File: src/rtl/img_msg_master.sv
// Sequences frames into the image solver's slave-register port and collects its results.
// Results go into a small first-word-fall-through buffer that drains on m_valid/m_ready.
module img_msg_master #(
   parameter int          RST_CYC    = 4,
   parameter int          HOLD_CYC   = 3,
   parameter logic [31:0] TIMEOUT    = 32'd65535,
   parameter int          FIFO_DEPTH = 4
) (
   input  logic        clk,
   input  logic        rst,
   input  logic        start,
   input  logic [15:0] frame_len,
   input  logic [31:0] s_data,
   input  logic        s_valid,
   output logic        s_ready,
   output logic [31:0] m_data,
   output logic        m_valid,
   input  logic        m_ready,
   output logic [31:0] slv_reg0,
   output logic [31:0] slv_reg1,
   input  logic [31:0] slv_reg2,
   input  logic [31:0] slv_reg3,
   output logic        busy,
   output logic        done,
   output logic        timeout,
   output logic        ovf,
   output logic [15:0] words_out
);

   localparam int          AW        = $clog2(FIFO_DEPTH);
   localparam logic [7:0]  RST_LAST  = 8'(RST_CYC - 1);
   localparam logic [7:0]  HOLD_LAST = 8'(HOLD_CYC);
   localparam logic [31:0] TO_LAST   = TIMEOUT - 32'd1;

   typedef enum logic [2:0] {
      S_IDLE, S_RST, S_LOAD, S_SEND, S_WAIT, S_DONE
   } state_t;

   state_t      state, state_nxt;
   logic [7:0]  cnt;
   logic [15:0] remaining;
   logic [31:0] idle_cnt;
   logic        im_work, im_start;
   logic        om_start_q, om_work_q, seen_work;
   logic        cap_en, cap, work_edge, res_done, to_hit;
   logic        rst_last, hold_last;

   logic [31:0] mem [FIFO_DEPTH];
   logic [AW:0] wr_ptr, rd_ptr;
   logic        full, empty, pop, push_ok;
   logic        unused_bits;

   assign unused_bits = ^slv_reg3[31:2];

   assign cap_en    = (state == S_LOAD) || (state == S_SEND) || (state == S_WAIT);
   assign cap       = cap_en && (slv_reg3[1] != om_start_q);
   assign work_edge = slv_reg3[0] != om_work_q;
   assign res_done  = seen_work && !slv_reg3[0];
   assign to_hit    = (idle_cnt == TO_LAST) && !cap && !work_edge;
   assign rst_last  = cnt == RST_LAST;
   assign hold_last = cnt == HOLD_LAST;

   assign empty   = wr_ptr == rd_ptr;
   assign full    = (wr_ptr ^ rd_ptr) == {1'b1, {AW{1'b0}}};
   assign pop     = m_valid && m_ready;
   assign push_ok = cap && (!full || pop);
   assign m_valid = !empty;
   assign m_data  = mem[rd_ptr[AW-1:0]];

   assign s_ready  = state == S_LOAD;
   assign busy     = state != S_IDLE;
   assign done     = state == S_DONE;
   // Solver reset is a pure state decode so an async rst releases it immediately.
   assign slv_reg0 = {27'd0, (state != S_RST), 2'b00, im_start, im_work};

   always_ff @(posedge clk or posedge rst) begin
      if (rst) state <= S_IDLE;
      else     state <= state_nxt;
   end

   always_comb begin
      state_nxt = state;
      case (state)
         S_IDLE: if (start) state_nxt = S_RST;
         S_RST:  if (rst_last) state_nxt = (remaining == 16'd0) ? S_WAIT : S_LOAD;
         S_LOAD: if (s_valid) state_nxt = S_SEND;
         S_SEND: if (hold_last) state_nxt = (remaining == 16'd1) ? S_WAIT : S_LOAD;
         S_WAIT: if (res_done || to_hit) state_nxt = S_DONE;
         S_DONE: state_nxt = S_IDLE;
         default: state_nxt = S_IDLE;
      endcase
   end

   always_ff @(posedge clk or posedge rst) begin
      if (rst) begin
         cnt       <= 8'd0;
         remaining <= 16'd0;
         idle_cnt  <= 32'd0;
         im_work   <= 1'b0;
         im_start  <= 1'b0;
         slv_reg1  <= 32'd0;
      end else begin
         cnt <= (state_nxt != state) ? 8'd0 : (cnt == 8'hff) ? cnt : cnt + 8'd1;
         idle_cnt <= (state != S_WAIT || cap || work_edge) ? 32'd0 : idle_cnt + 32'd1;
         if (state == S_IDLE && start)
            remaining <= frame_len;
         else if (state == S_SEND && hold_last)
            remaining <= remaining - 16'd1;
         if ((state == S_IDLE && start) || state == S_RST)
            im_start <= 1'b0;
         else if (state == S_SEND && cnt == 8'd0)
            im_start <= ~im_start;
         if (state == S_RST && rst_last)
            im_work <= remaining != 16'd0;
         else if (state == S_SEND && hold_last && remaining == 16'd1)
            im_work <= 1'b0;
         if (state == S_LOAD && s_valid)
            slv_reg1 <= s_data;
      end
   end

   // Result-side tracking; om_start_q follows the solver every cycle so
   // toggles outside a frame never turn into captures later.
   always_ff @(posedge clk or posedge rst) begin
      if (rst) begin
         om_start_q <= 1'b0;
         om_work_q  <= 1'b0;
         seen_work  <= 1'b0;
         timeout    <= 1'b0;
         ovf        <= 1'b0;
         words_out  <= 16'd0;
      end else begin
         om_start_q <= slv_reg3[1];
         om_work_q  <= slv_reg3[0];
         if (state == S_IDLE && start) begin
            seen_work <= 1'b0;
            timeout   <= 1'b0;
            ovf       <= 1'b0;
            words_out <= 16'd0;
         end else begin
            if (cap_en && slv_reg3[0]) seen_work <= 1'b1;
            if (state == S_WAIT && !res_done && to_hit) timeout <= 1'b1;
            if (cap && full && !pop) ovf <= 1'b1;
            if (cap && words_out != 16'hffff) words_out <= words_out + 16'd1;
         end
      end
   end

   always_ff @(posedge clk or posedge rst) begin
      if (rst) begin
         wr_ptr <= '0;
         rd_ptr <= '0;
      end else begin
         if (push_ok) wr_ptr <= wr_ptr + 1'b1;
         if (pop)     rd_ptr <= rd_ptr + 1'b1;
      end
   end

   always_ff @(posedge clk) begin
      if (push_ok) mem[wr_ptr[AW-1:0]] <= slv_reg2;
   end

endmodule

File: config.mk
export PLATFORM = sky130hd
export DESIGN_NAME = img_msg_master
export DESIGN_NICKNAME = d
export VERILOG_FILES = /design/src/rtl/img_msg_master.sv
export SDC_FILE = /design/constraint.sdc
export NUM_CORES = 1
export LEC_CHECK = 0
export CELL_PAD_IN_SITES_DETAIL_PLACEMENT = 2
export CELL_PAD_IN_SITES_GLOBAL_PLACEMENT = 2
export CORE_MARGIN = 1.5
export CORE_UTILIZATION = 30
export CTS_CLUSTER_DIAMETER = 30
export DETAILED_ROUTE_END_ITERATION = 8
export PLACE_DENSITY = 0.85
export REMOVE_ABC_BUFFERS = 1
export SYNTH_ARGS = -nofsm -noshare
export SYNTH_HDL_FRONTEND = slang
export SYNTH_SLANG_ARGS = --single-unit
File: constraint.sdc
create_clock -name clk -period 3.4 [get_ports clk]
set_input_delay 0.51 -clock clk [delete_from_list [all_inputs] [get_ports clk]]
set_output_delay 0.51 -clock clk [all_outputs]
set_load 0.05 [all_outputs]
==> metrics.txt, run 1 <==
CTS tree yes; Residual DRC 0; max-cap viol count 0; Avg Inst Size Synth ~14 µm²; vias per std cell 4.89; Clock Sinks roughly 250; Routed Antenna Nets 0; Yosys top cell by area edfxtp_1; post-synthesis cell area between 10000 and 15000 µm²; H-tree depth 3; post_cts resized 0; Final nets roughly 1100; fin util 0.434; total CTS buffers 67; largest net degree at the start of global routing 59; first drt pass iteration count 6; post-route minimum period 3.14 ns; count of final setup violators 0; Ports about 240; die area between 30000 and 40000 µm²; HPWL after detailed placement 20800 µm; Final GP Congestion between 0.7 and 0.8; RSZ-0062 raised after global routing no; crit path max-delay cell type clkdlybuf4s50_1; Die Wd 193 µm; Distinct cells, synth between 60 and 70; synth warn 0; clk buf depth 3; Fin. Hold Viols 0; Worst Tran Pin Value between 0.7 and 0.8 ns; Synth top area share 0.355; top sig layer met5; met3 wire length around 2200 µm; hold_buf cts 0; crit path capture type primary output; routed length per placed instance approximately 22 µm; dpl ws about 0.53 ns; Crit Path Class flop to primary output; Reg clk slew, reported paths about 0.05 ns; Synth async-reset ratio 0.484; Metal-1 WL approximately 13000 µm; Die Span Y roughly 190 µm; status finished clean; P_leak about 0.0057 µW; EDFF count, synth between 100 and 150; worst endpoint required time roughly 2.9 ns; post-synthesis sequential area ratio 0.632; # rows 69; peak supply drop between 0.8 and 0.9 mV; All-Layer GR Usage 0.186; Layout area overhead 42.5%; Arrival @ worst endpoint roughly 2.6 ns; HP Class primary input to async pin; Core Area approximately 36000 µm²; CTS root buffer clkbuf_16; Post-CTS Setup Repair Bufs 0; Final Slew Violations 0; initial antenna violation count 2; layout cell share with drive strength beyond 1 0.189; metal2 WL around 18000 µm; PwrDens between 1000 and 1500 nW/µm²; Congestion Overflow GR 0; fin crit share 0.925; synthesized flop and latch total between 200 and 250; number of DRC markers in iteration 0 373; Initial Util 0.304; Placed Cells about 1400; CP peak stage delay between 0.7 and 0.8 ns; Max Fclk between 300 and 400 MHz; fin worst setup slack between 0.2 and 0.3 ns; fin cells 1527; Detailed Route WL about 34000 µm; routed via count 7462; vias in the first global route roughly 8600; Max transition margin 0.499; first-pass GRT wire length 51900 µm; port bufs roughly 180; Worst-Skew Late Latency 0.58 ns; Clock Skew 0.0313 ns; nature of the critical path startpoint flop; commonest non-fill, non-tap cell in the layout clkdlybuf4s50_1; dominant synthesized flop cell edfxtp_1; Syn Inst Count just under 800; most frequent cells in the layout clkdlybuf4s50_1, edfxtp_1, dfrtp_1; final setup TNS 0 ns; CP cell instances buf_4, mux4_2, clkdlybuf4s50_1; Area contributors post-synth edfxtp_1, dfrtp_1, mux4_2; Hold Slack 0.408 ns; Crit Path Max Fanout 19
## stage by stage
stage / total power [µW] / cell area (µm²)
6_report: 16500 / 15400
5_1_grt: 17200 / 15400
4_1_cts: 16700 / 15400
3_5_place_dp: 9990 / 13100
3_3_place_gp: 9720 / 13100
2_1_floorplan: 7970 / 10600
## critical path, delay by kind of cell (launching register included)
kind	cells	cell delay (ns)
mux	1	0.58
flops	1	0.35
buf+inv	2	1.12
## logic make-up (layout without fill, tap and decap cells)
| group | Yosys count | after routing | synth area share |
|---|---|---|---|
| simple gates | 263 | 263 | 0.126 |
| flops | 248 | 248 | 0.632 |
| buf+inv | 77 | 325 | 0.0385 |
| mux | 71 | 71 | 0.106 |
| xor+xnor | 60 | 60 | 0.0485 |
| compound gates | 55 | 55 | 0.0326 |
| fa+ha+maj | 13 | 13 | 0.0150 |
| other cells | 1 | 31 | 0.000346 |
## cells in the mapped netlist, drive strengths merged (14+ instances only)
cell and count:
inv 14, xor2 19, a21oi 15, mux2 33, nor4 22, nand2 43, dfrtp 120, o21ai 20
buf 40, clkbuf 23, nor3 19, xnor2 41, mux4 32, nand4 24, nand3 27, edfxtp 128
nor2 75
## layer usage
metal / vias to the layer above / GRT usage
met5: - / 0
met4: 2 / 0.0651
met1: 3825 / 0.209
li1: 3334 / -
met2: 238 / 0.335
met3: 63 / 0.0552
## worst paths after layout
kind | startpoint | to | slack [ns] | cells after the start
setup / recovery | rd_ptr[0]$_DFFE_PP0P_ | m_data[24] | 0.26 | 3
hold / removal | rst | words_out[3]$_DFFE_PP0P_ | 0.41 | 2
setup reg to reg | cnt[0]$_DFFE_PP0P_ | cnt[6]$_DFFE_PP0P_ | 0.69 | 6
hold reg to reg | rd_ptr[2]$_DFFE_PP0P_ | rd_ptr[2]$_DFFE_PP0P_ | 0.51 | 1
max in group asynchronous | rst | slv_reg1[24]$_DFFE_PP0P_ | 2.19 | 3
min in group clk | rd_ptr[2]$_DFFE_PP0P_ | rd_ptr[2]$_DFFE_PP0P_ | 0.51 | 1
## state kept, by name (all words and copies together), names as in the netlist, 8 cells and up
signal     count
idle_cnt      32
slv_reg1      32
cnt            8
remaining     16
words_out     16
mem          128
## cell type report
type                    count  area (µm²)
well taps                 461         577
clock inverters            37         490
repair buffers            191        1930
multi-input cells         491        3680
flip-flops and latches    248        6850
fillers                  3542       20100
inverters                  14        55.1
clock buffers              83        1850
diodes                      2        5.00
## report_power, final
part	switching, µW	leakage [µW]	internal, µW	total [µW]
clock	2000	0.00113	4470	6480
sequential	481	0.00269	3980	4460
combinational	3560	0.00193	1980	5550
No activity file was read; power rests on OpenSTA's default activity.
==> run 2, diff against run 1 <==
--- a/config.mk
+++ b/config.mk
@@ -11,6 +11,7 @@
 export CORE_UTILIZATION = 30
 export CTS_CLUSTER_DIAMETER = 30
 export DETAILED_ROUTE_END_ITERATION = 8
+export GPL_ROUTABILITY_DRIVEN = 0
 export PLACE_DENSITY = 0.85
 export REMOVE_ABC_BUFFERS = 1
 export SYNTH_ARGS = -nofsm -noshare
==> results of run 2 <==
Same layout as run 1: the final DEF is identical, and so are final timing and power.
==> run 3, diff against run 2 <==
--- a/config.mk
+++ b/config.mk
@@ -5,6 +5,7 @@
 export SDC_FILE = /design/constraint.sdc
 export NUM_CORES = 1
 export LEC_CHECK = 0
+export CAP_MARGIN = 20
 export CELL_PAD_IN_SITES_DETAIL_PLACEMENT = 2
 export CELL_PAD_IN_SITES_GLOBAL_PLACEMENT = 2
 export CORE_MARGIN = 1.5
==> results of run 3 <==
Same layout as run 1: the final DEF is identical, and so are final timing and power.
